<file path="config.mk">
export PLATFORM = sky130hd
export DESIGN_NAME = parity_checker_rx
export DESIGN_NICKNAME = d
export VERILOG_FILES = /design/src/rtl/parity_checker_rx_pkg.sv /design/src/rtl/parity_checker_rx_bit_timer.sv /design/src/rtl/parity_checker_rx.sv
export SDC_FILE = /design/constraint.sdc
export NUM_CORES = 1
export LEC_CHECK = 0
export ABC_CLOCK_PERIOD_IN_PS = 1520
export CELL_PAD_IN_SITES_DETAIL_PLACEMENT = 0
export CELL_PAD_IN_SITES_GLOBAL_PLACEMENT = 2
export CORE_ASPECT_RATIO = 0.8
export CORE_UTILIZATION = 28
export CTS_CLUSTER_DIAMETER = 200
export DETAILED_ROUTE_END_ITERATION = 7
export PLACE_DENSITY_LB_ADDON = 0.1
export SLEW_MARGIN = 20
export SYNTH_ARGS = -nofsm -noshare
export SYNTH_HDL_FRONTEND = slang
export SYNTH_SLANG_ARGS = --single-unit
</file>
<file path="constraint.sdc">
create_clock -name clk_i -period 1.52 [get_ports clk_i]
set_input_delay 0.304 -clock clk_i [delete_from_list [all_inputs] [get_ports clk_i]]
set_output_delay 0.304 -clock clk_i [all_outputs]
set_load 0.02 [all_outputs]
</file>
<file path="src/rtl/parity_checker_rx_pkg.sv">
// parity_checker_rx_pkg
// Shared definitions for the parity-checking serial receiver:
//   rx_state_e    receiver FSM states
//   LED_SEG_OFF   segment level for a blank (unlit) display
//   OK_CODE_DEF   default segment pattern for a good frame
//   ERR_CODE_DEF  default segment pattern for a bad frame
//   LED_AN_SEL    fixed anode selection
package parity_checker_rx_pkg;

  typedef enum logic [2:0] {
    ST_IDLE,
    ST_START,
    ST_DATA,
    ST_PARITY,
    ST_STOP
  } rx_state_e;

  // Segments are active-low: a blank display is all ones.
  localparam logic       LED_SEG_OFF  = 1'b1;
  localparam logic [7:0] OK_CODE_DEF  = 8'b00000011;
  localparam logic [7:0] ERR_CODE_DEF = 8'b00110001;
  localparam logic [3:0] LED_AN_SEL   = 4'b1101;

endpackage

</file>
<file path="src/rtl/parity_checker_rx_bit_timer.sv">
// bit_timer
// Sample-timing counter for the serial receiver.
//   clk    clock, rising edge
//   rst    synchronous active-high reset, clears the count
//   load   restart the count from zero (takes priority over count)
//   count  advance the count this cycle
//   mid    strobe on the last cycle of a half bit (while counting)
//   full   strobe on the last cycle of a full bit (while counting);
//          the count wraps to zero after it
module bit_timer #(
  parameter int unsigned CLKS_PER_BIT = 16
) (
  input  logic clk,
  input  logic rst,
  input  logic load,
  input  logic count,
  output logic mid,
  output logic full
);

  localparam int unsigned TW = $clog2(CLKS_PER_BIT);

  logic [TW-1:0] cnt_q;

  always_comb begin
    mid  = count && (cnt_q == TW'(CLKS_PER_BIT / 2 - 1));
    full = count && (cnt_q == TW'(CLKS_PER_BIT - 1));
  end

  always_ff @(posedge clk) begin
    if (rst || load) begin
      cnt_q <= '0;
    end else if (count) begin
      cnt_q <= full ? '0 : cnt_q + TW'(1);
    end
  end

endmodule

</file>
<file path="src/rtl/parity_checker_rx.sv">
// parity_checker_rx
// Serial receiver (start, N_DATA data bits LSB first, parity, stop) that
// reports parity and framing errors and drives a segment display.
// Optional build macro: PARITY_ODD_EN selects odd parity (default even).
//   clk_i      clock, rising edge
//   rst_i      synchronous active-high reset
//   rx_i       asynchronous serial line, idle high
//   data_o     last received word
//   valid_o    one-cycle pulse per completed frame
//   par_err_o  parity mismatch of last frame (held)
//   frm_err_o  stop bit low in last frame (held)
//   led_o      segment pattern: blank, OK_CODE or ERR_CODE
//   led_an_o   anode select (constant)
module parity_checker_rx
  import parity_checker_rx_pkg::*;
#(
  parameter int unsigned        N_DATA       = 8,
  parameter int unsigned        CLKS_PER_BIT = 16,
  parameter int unsigned        N_LED        = 8,
  parameter int unsigned        N_LED_AN     = 4,
  parameter logic [N_LED-1:0]   OK_CODE      = N_LED'(OK_CODE_DEF),
  parameter logic [N_LED-1:0]   ERR_CODE     = N_LED'(ERR_CODE_DEF)
) (
  input  logic                clk_i,
  input  logic                rst_i,
  input  logic                rx_i,
  output logic [N_DATA-1:0]   data_o,
  output logic                valid_o,
  output logic                par_err_o,
  output logic                frm_err_o,
  output logic [N_LED-1:0]    led_o,
  output logic [N_LED_AN-1:0] led_an_o
);

  localparam int unsigned BCW = $clog2(N_DATA + 1);

  rx_state_e         state_q, state_d;
  logic              rx_meta, rx_s;
  logic [BCW-1:0]    bit_cnt_q;
  logic [N_DATA-1:0] shift_q;
  logic              par_bit_q;
  logic              armed_q;

  logic timer_load, timer_en, tick_mid, tick_full;
  logic sample_data, sample_par, frame_done;
  logic par_exp, par_bad;

  assign led_an_o = N_LED_AN'(LED_AN_SEL);

  bit_timer #(
    .CLKS_PER_BIT (CLKS_PER_BIT)
  ) u_bit_timer (
    .clk   (clk_i),
    .rst   (rst_i),
    .load  (timer_load),
    .count (timer_en),
    .mid   (tick_mid),
    .full  (tick_full)
  );

  always_ff @(posedge clk_i) begin
    if (rst_i) begin
      rx_meta <= 1'b1;
      rx_s    <= 1'b1;
    end else begin
      rx_meta <= rx_i;
      rx_s    <= rx_meta;
    end
  end

  always_ff @(posedge clk_i) begin
    if (rst_i) state_q <= ST_IDLE;
    else       state_q <= state_d;
  end

  always_comb begin
    state_d     = state_q;
    timer_load  = 1'b0;
    timer_en    = 1'b0;
    sample_data = 1'b0;
    sample_par  = 1'b0;
    frame_done  = 1'b0;
    case (state_q)
      ST_IDLE: begin
        timer_load = 1'b1;
        if (!rx_s && armed_q) state_d = ST_START;
      end
      ST_START: begin
        timer_en = 1'b1;
        // Restart the timer at mid-start so every later full-bit strobe
        // lands in the middle of a bit.
        if (tick_mid) begin
          timer_load = 1'b1;
          state_d    = rx_s ? ST_IDLE : ST_DATA;
        end
      end
      ST_DATA: begin
        timer_en = 1'b1;
        if (tick_full) begin
          sample_data = 1'b1;
          if (bit_cnt_q == BCW'(N_DATA - 1)) state_d = ST_PARITY;
        end
      end
      ST_PARITY: begin
        timer_en = 1'b1;
        if (tick_full) begin
          sample_par = 1'b1;
          state_d    = ST_STOP;
        end
      end
      ST_STOP: begin
        timer_en = 1'b1;
        if (tick_full) begin
          frame_done = 1'b1;
          state_d    = ST_IDLE;
        end
      end
      default: state_d = ST_IDLE;
    endcase
  end

`ifdef PARITY_ODD_EN
  assign par_exp = ~(^shift_q);
`else
  assign par_exp = ^shift_q;
`endif
  assign par_bad = (par_bit_q != par_exp);

  always_ff @(posedge clk_i) begin
    if (rst_i) begin
      bit_cnt_q <= '0;
      shift_q   <= '0;
      par_bit_q <= 1'b0;
      armed_q   <= 1'b1;
      data_o    <= '0;
      valid_o   <= 1'b0;
      par_err_o <= 1'b0;
      frm_err_o <= 1'b0;
      led_o     <= {N_LED{LED_SEG_OFF}};
    end else begin
      valid_o <= frame_done;
      if (state_q == ST_IDLE)  bit_cnt_q <= '0;
      else if (sample_data)    bit_cnt_q <= bit_cnt_q + BCW'(1);
      if (sample_data) shift_q   <= {rx_s, shift_q[N_DATA-1:1]};
      if (sample_par)  par_bit_q <= rx_s;
      // A low stop bit disarms the start detector until the line has
      // been seen high again, so a stuck-low line cannot retrigger.
      if (frame_done && !rx_s) armed_q <= 1'b0;
      else if (rx_s)           armed_q <= 1'b1;
      if (frame_done) begin
        data_o    <= shift_q;
        par_err_o <= par_bad;
        frm_err_o <= !rx_s;
        led_o     <= (par_bad || !rx_s) ? ERR_CODE : OK_CODE;
      end
    end
  end

endmodule

</file>
**Word-level counts from Yosys, hierarchy flattened**

Index checks and enable logic that the tools add are counted.
Widths: inputs -> output; s select.

- Bits in registers: 42
- Input bits: 3
- Output and inout bits: 23
- Logic and storage cells: 61

- Add/subtract/negate cells: 2
- Eq/ne operators: 14
- Mux-type cells: 19
- Reductions and logical operators: 13

Operator list:

| kind | count |
|---|---|
| $mux 3 | 6 |
| $pmux 3 s5 | 1 |
| $add 4x1->4 const B | 2 |
| $eq 4x3->1 const B | 2 |
| $mux 1 | 8 |
| $reduce_xor 8->1 | 1 |
| $eq 3x2->1 const B | 2 |
| $mux 6 | 1 |
| $ne 2x1->1 const B | 3 |
| $ne 2x2->1 const B | 3 |
| $reduce_and 6->1 | 1 |
| $eq 4x4->1 const B | 1 |
| $logic_and 1x1->1 | 4 |
| $mux 4 | 1 |
| $reduce_or 4->1 | 1 |
| $eq 3x1->1 const B | 1 |
| $eq 3x3->1 const B | 1 |
| $logic_not 3->1 | 1 |
| $logic_or 1x1->1 | 2 |
| $mux 2 | 1 |
| $pmux 1 s2 | 1 |
| $reduce_bool 2->1 | 1 |
| $reduce_or 2->1 | 1 |
| $logic_not 1->1 | 1 |
| $ne 1x1->1 | 1 |

**Longest topological paths before layout**

- Depth in word-level cells: 8
- Depth in mapped cells: 7
- Gate-level depth less buffers: 5

**Modules after synthesis**

A second synthesis with hierarchy kept.

- Cells, all modules: 191
- Area, all modules: 1665.3 sq um

Modules (own cells, without submodules):

| module | times used | cells each | area each (sq um) |
|---|---|---|---|
| parity_checker_rx | 1 | 167 | 1450.1 |
| bit_timer | 1 | 24 | 215.2 |

**Worst setup path after synthesis**

OpenSTA, ideal clock, no wires.

- Path kind: register to register
- From: register u_bit_timer.cnt_q[0]
- To: register frm_err_o
- Library setup time: 0.128 ns
- Data arrival time: 1.485 ns
- Data required time: 1.392 ns
- Slack: -0.092 ns
- Stages on the path, launching flop included: 8
- Buffers on the path: 2
- Path through: dfxtp_1 ha_1 and3_1 clkbuf_1 nand2_1 clkbuf_1 a21oi_1 nor2_1

- Word-level cells in the longest chain between the ends: 4

Ends and longest elaborated chain:

| element | RTL line | RTL |
|---|---|---|
| start, declared | parity_checker_rx_bit_timer.sv:23 | `logic [TW-1:0] cnt_q;` |
| start signal, assigned | parity_checker_rx_bit_timer.sv:34 | `cnt_q <= full ? '0 : cnt_q + TW'(1);` |
| $eq 4x4->1 | parity_checker_rx_bit_timer.sv:27 | `full = count && (cnt_q == TW'(CLKS_PER_BIT - 1));` |
| $logic_and 1x1->1 | parity_checker_rx_bit_timer.sv:27 |  |
| $mux 1 | parity_checker_rx.sv:113 | `if (tick_full) begin` |
| $mux 1 | parity_checker_rx.sv:83 | `case (state_q)` |
| end signal, assigned | parity_checker_rx.sv:153 | `frm_err_o <= !rx_s;` |
| end, declared | parity_checker_rx.sv:30 | `output logic frm_err_o,` |

No other way between the ends.
A chain may end at the register's enable or synchronous reset.

**Final worst setup path**

- From: register shift_q[3]
- To: register par_err_o

- Word-level cells in the longest chain between the ends: 2

Ends and longest elaborated chain:

| element | RTL line | RTL |
|---|---|---|
| start, declared | parity_checker_rx.sv:40 | `logic [N_DATA-1:0] shift_q;` |
| start signal, assigned | parity_checker_rx.sv:144 | `if (sample_data) shift_q <= {rx_s, shift_q[N_DATA-1:1]};` |
| $reduce_xor 8->1 | parity_checker_rx.sv:125 | `assign par_exp = ^shift_q;` |
| $ne 1x1->1 | parity_checker_rx.sv:127 | `assign par_bad = (par_bit_q != par_exp);` |
| end signal, assigned | parity_checker_rx.sv:152 | `par_err_o <= par_bad;` |
| end, declared | parity_checker_rx.sv:29 | `output logic par_err_o,` |

No other way between the ends.

==> out/metrics.json <==
{
  "outcome": "finished with violations",
  "failed_checks": "setup timing",
  "critical_path.reg2reg.startpoint": "shift_q[3]",
  "power.share.switching": 0.233,
  "drive_gt1_frac": 0.250,
  "cts-buffers-inserted": 5,
  "period_share": 1.02,
  "cts_hold_repair.buffers": 0,
  "cell_at_the_root_of_the_clock_tree": "sky130_fd_sc_hd__clkbuf_8",
  "postSynthAreaPerCell_um2": 8.39,
  "drt_first_pass_iters": 4,
  "part_of_the_total_power_dissipated_in_the_clock_network": 0.390,
  "reg2reg_setup_slack_ns": -0.03,
  "share_of_total_power_in_sequential_cells": 0.569,
  "totalWireLength_um": 3850,
  "timing.hold.worst_path_depth": 1,
  "min_to": "rx_s",
  "clock-sinks": 37,
  "timing.hold.worst.class": "flip-flop to flip-flop",
  "first_iter_violations": 92,
  "comb_power_frac": 0.041,
  "post-route-drc-count": 0,
  "finalClockSkew_ns": 0.00454,
  "ff2ff_path_depth": 4,
  "placed_cell_area_mm2": 0.00206,
  "layout_min_cycle_time_ns": 1.55,
  "setup_viol": 1,
  "fin_tns_setup_ns": -0.0298,
  "use_met1": 0.196,
  "power.switching_mw": 0.399,
  "leakage_nw": 0.877,
  "num_io_pins": 26,
  "cap_viol_max_count": 0,
  "worst_ep_arrival_time_ns": 1.72,
  "grt_pass1_vias": 1317,
  "ys.flop_type": "sky130_fd_sc_hd__dfxtp_1",
  "final_common_cell": "sky130_fd_sc_hd__nand2_1",
  "slowest_stage": "sky130_fd_sc_hd__xnor3_2",
  "max_freq_ghz": 0.645,
  "power_mw": 1.72,
  "worst_path_largest_cell_delay_ns": 0.48,
  "cts_tree": "built",
  "pin_count_of_the_biggest_net_entering_global_routing": 23,
  "cts.path.max_buffers": 2,
  "synth-edff-count": 0,
  "postSynthRegisterBits": 37,
  "antenna-diode-count": 0,
  "critical_path.endpoint_type": "flip-flop",
  "critical_path.startpoint_type": "flip-flop",
  "buffer_ports.inserted": 20,
  "synth-warning-count": 0,
  "grt_first_pass_wirelength_um": 6410,
  "synthCells": 196,
  "internal_cell_power_mw": 1.32,
  "core_region_area_mm2": 0.00556,
  "finalHoldViolCount": 0,
  "nets": 240,
  "reg2reg_to": "par_err_o",
  "cp.required_ns": 1.69,
  "synth-seq-area-share": 0.450,
  "initial_core_util": 0.296,
  "cts.htree.levels": 2,
  "worst_path_fanout_max": 4,
  "timing_max_transition_violations_final": 0,
  "finalWeightedCongestion": 0.779,
  "grt.busiest_layer": "met1",
  "clock_latency_ns": 0.28,
  "post_synth_instance_area_mm2": 0.00165,
  "path_cells": "xor2_2 > xnor3_2 > and4_4 > a311o_1",
  "via_count": 1407,
  "vias_per_cell": 4.48,
  "grt.overflow.total": 0,
  "worstHoldStart": "rx_meta",
  "core.rowCount": 24,
  "layout-area-overhead-vs-synth_pct": 35.1,
  "max-vdd-ir-drop_uv": 335,
  "antenna_violating_nets_post_route": 0,
  "gr-usage-all-layers": 0.134,
  "post-route-worst-setup-slack_ns": -0.0298,
  "fin_area_mm2": 0.00222,
  "grt_setup_unrepaired": "yes",
  "dp_hpwl_um": 2790,
  "ys_async_sr_fraction": 0,
  "mostFrequentLayoutCells": "33 x sky130_fd_sc_hd__nand2_1, 28 x sky130_fd_sc_hd__dfxtp_1, 25 x sky130_fd_sc_hd__a21oi_1",
  "cts.reportedPaths.clkPinSlew_ns": 0.08,
  "grt_use_met2": 0.191,
  "die_area_mm2": 0.00619,
  "met3_usage": 0.0362,
  "power_per_cell_area_mw_per_mm2": 772,
  "drt-wirelength-per-cell_um": 12.2,
  "antenna_found_initial": 0,
  "die_h_um": 70.6,
  "critical_path_class": "flip-flop to flip-flop",
  "ys_types": 38,
  "die_x_um": 87.7
}
[what timing repair did]
| item | 4_1_cts | 5_1_grt |
|---|---|---|
| gates resized for setup | 22 | 19 |
| endpoints found under the hold margin | 0 | 0 |
| pin swaps | 1 | 4 |
| setup buffers | 0 | 2 |
| endpoints found under the setup margin | 25 | 26 |
[through the flow]
stage	setup slack (ns)	util	hold WS [ns]	instances
6_report	-0.0298	0.400	0.425	314
5_1_grt	-0.0987	0.400	0.466	314
4_1_cts	-0.000774	0.385	0.429	312
3_5_place_dp	-0.0268	0.371	0.402	304
3_3_place_gp	-0.00634	0.371	0.403	304
2_1_floorplan	0.0168	-	0.389	199
[logic make-up after synthesis]
kind of cell | share of synthesized area
xor gates and xnor gates | 0.0783
other | 0.00456
buffers and inverters | 0.0707
and+or+nand+nor | 0.248
muxes | 0.0122
DFF | 0.450
AOI/OAI and AO/OA | 0.121
adders and majority gates | 0.0152
[power by group through the flow]
| stage | Sequential [mW] | Clock [mW] | Combinational, mW |
|---|---|---|---|
| floorplan | 0.997 | 0 | 0.0507 |
| global placement | 1.00 | 0 | 0.0670 |
| detailed placement | 1.00 | 0 | 0.0673 |
| CTS | 0.977 | 0.688 | 0.0678 |
| global route | 0.977 | 0.736 | 0.0772 |
| finish | 0.976 | 0.670 | 0.0698 |
[per-layer routing]
layer / wire, um / vias up
li1: - / 729
met2: 1630 / 24
met1: 2050 / 652
met3: 143 / 2
met4: 25 / 0
met5: 0 / -
[sequential cells by signal (all words and copies together) (netlist names)]
register	flops
par_err_o	1
par_bit_q	1
shift_q	8
led_o	3
rx_meta	1
frm_err_o	1
rx_s	1
armed_q	1
u_bit_timer.cnt_q	4
state_q	3
bit_cnt_q	4
valid_o	1
data_o	8
[area by class of cell]
| cell class | count | area, um2 |
|---|---|---|
| Clock buffer | 6 | 72.6 |
| Clock inverter | 2 | 10.0 |
| Fill cell | 585 | 3330 |
| Inverter | 3 | 11.3 |
| Multi-Input combinational cell | 141 | 860 |
| Sequential cell | 37 | 754 |
| Tap cell | 78 | 97.6 |
| Timing Repair Buffer | 47 | 417 |
[critical path: cells and delay by family, from the launching register on]
family | cells | cell delay, ns
AOI/OAI and AO/OA | 1 | 0.26
xor gates and xnor gates | 2 | 0.63
DFF | 1 | 0.35
and+or+nand+nor | 1 | 0.20
[worst max path at each step]
stage	from	end	slack, ns	cells past startpoint
floorplan	shift_q[6]	par_err_o	0.02	4
global placement	shift_q[5]	par_err_o	-0.006	4
detailed placement	state_q[2]	state_q[0]	-0.03	5
CTS	shift_q[6]	par_err_o	-0.0008	4
global route	shift_q[3]	par_err_o	-0.1	4
finish	shift_q[3]	par_err_o	-0.03	4
[cell usage after synthesis, types with 2 or more instances]
cell type	number	area share
sky130_fd_sc_hd__nor4b_1	2	0.011
sky130_fd_sc_hd__mux2i_1	2	0.012
sky130_fd_sc_hd__xnor2_1	8	0.043
sky130_fd_sc_hd__nor2_1	12	0.027
sky130_fd_sc_hd__or2_2	3	0.011
sky130_fd_sc_hd__xor2_1	4	0.021
sky130_fd_sc_hd__nand2_1	34	0.078
sky130_fd_sc_hd__nand3_1	15	0.046
sky130_fd_sc_hd__dfxtp_1	37	0.45
sky130_fd_sc_hd__clkbuf_1	5	0.011
sky130_fd_sc_hd__buf_4	9	0.041
sky130_fd_sc_hd__inv_1	3	0.0068
sky130_fd_sc_hd__buf_2	3	0.0091
sky130_fd_sc_hd__ha_1	2	0.015
sky130_fd_sc_hd__nor2b_1	2	0.0076
sky130_fd_sc_hd__conb_1	2	0.0046
sky130_fd_sc_hd__and3_1	2	0.0076
sky130_fd_sc_hd__a21oi_1	25	0.076
sky130_fd_sc_hd__o21ai_0	2	0.0061
sky130_fd_sc_hd__nor3_1	6	0.018
(Power assumes the default switching activity.)
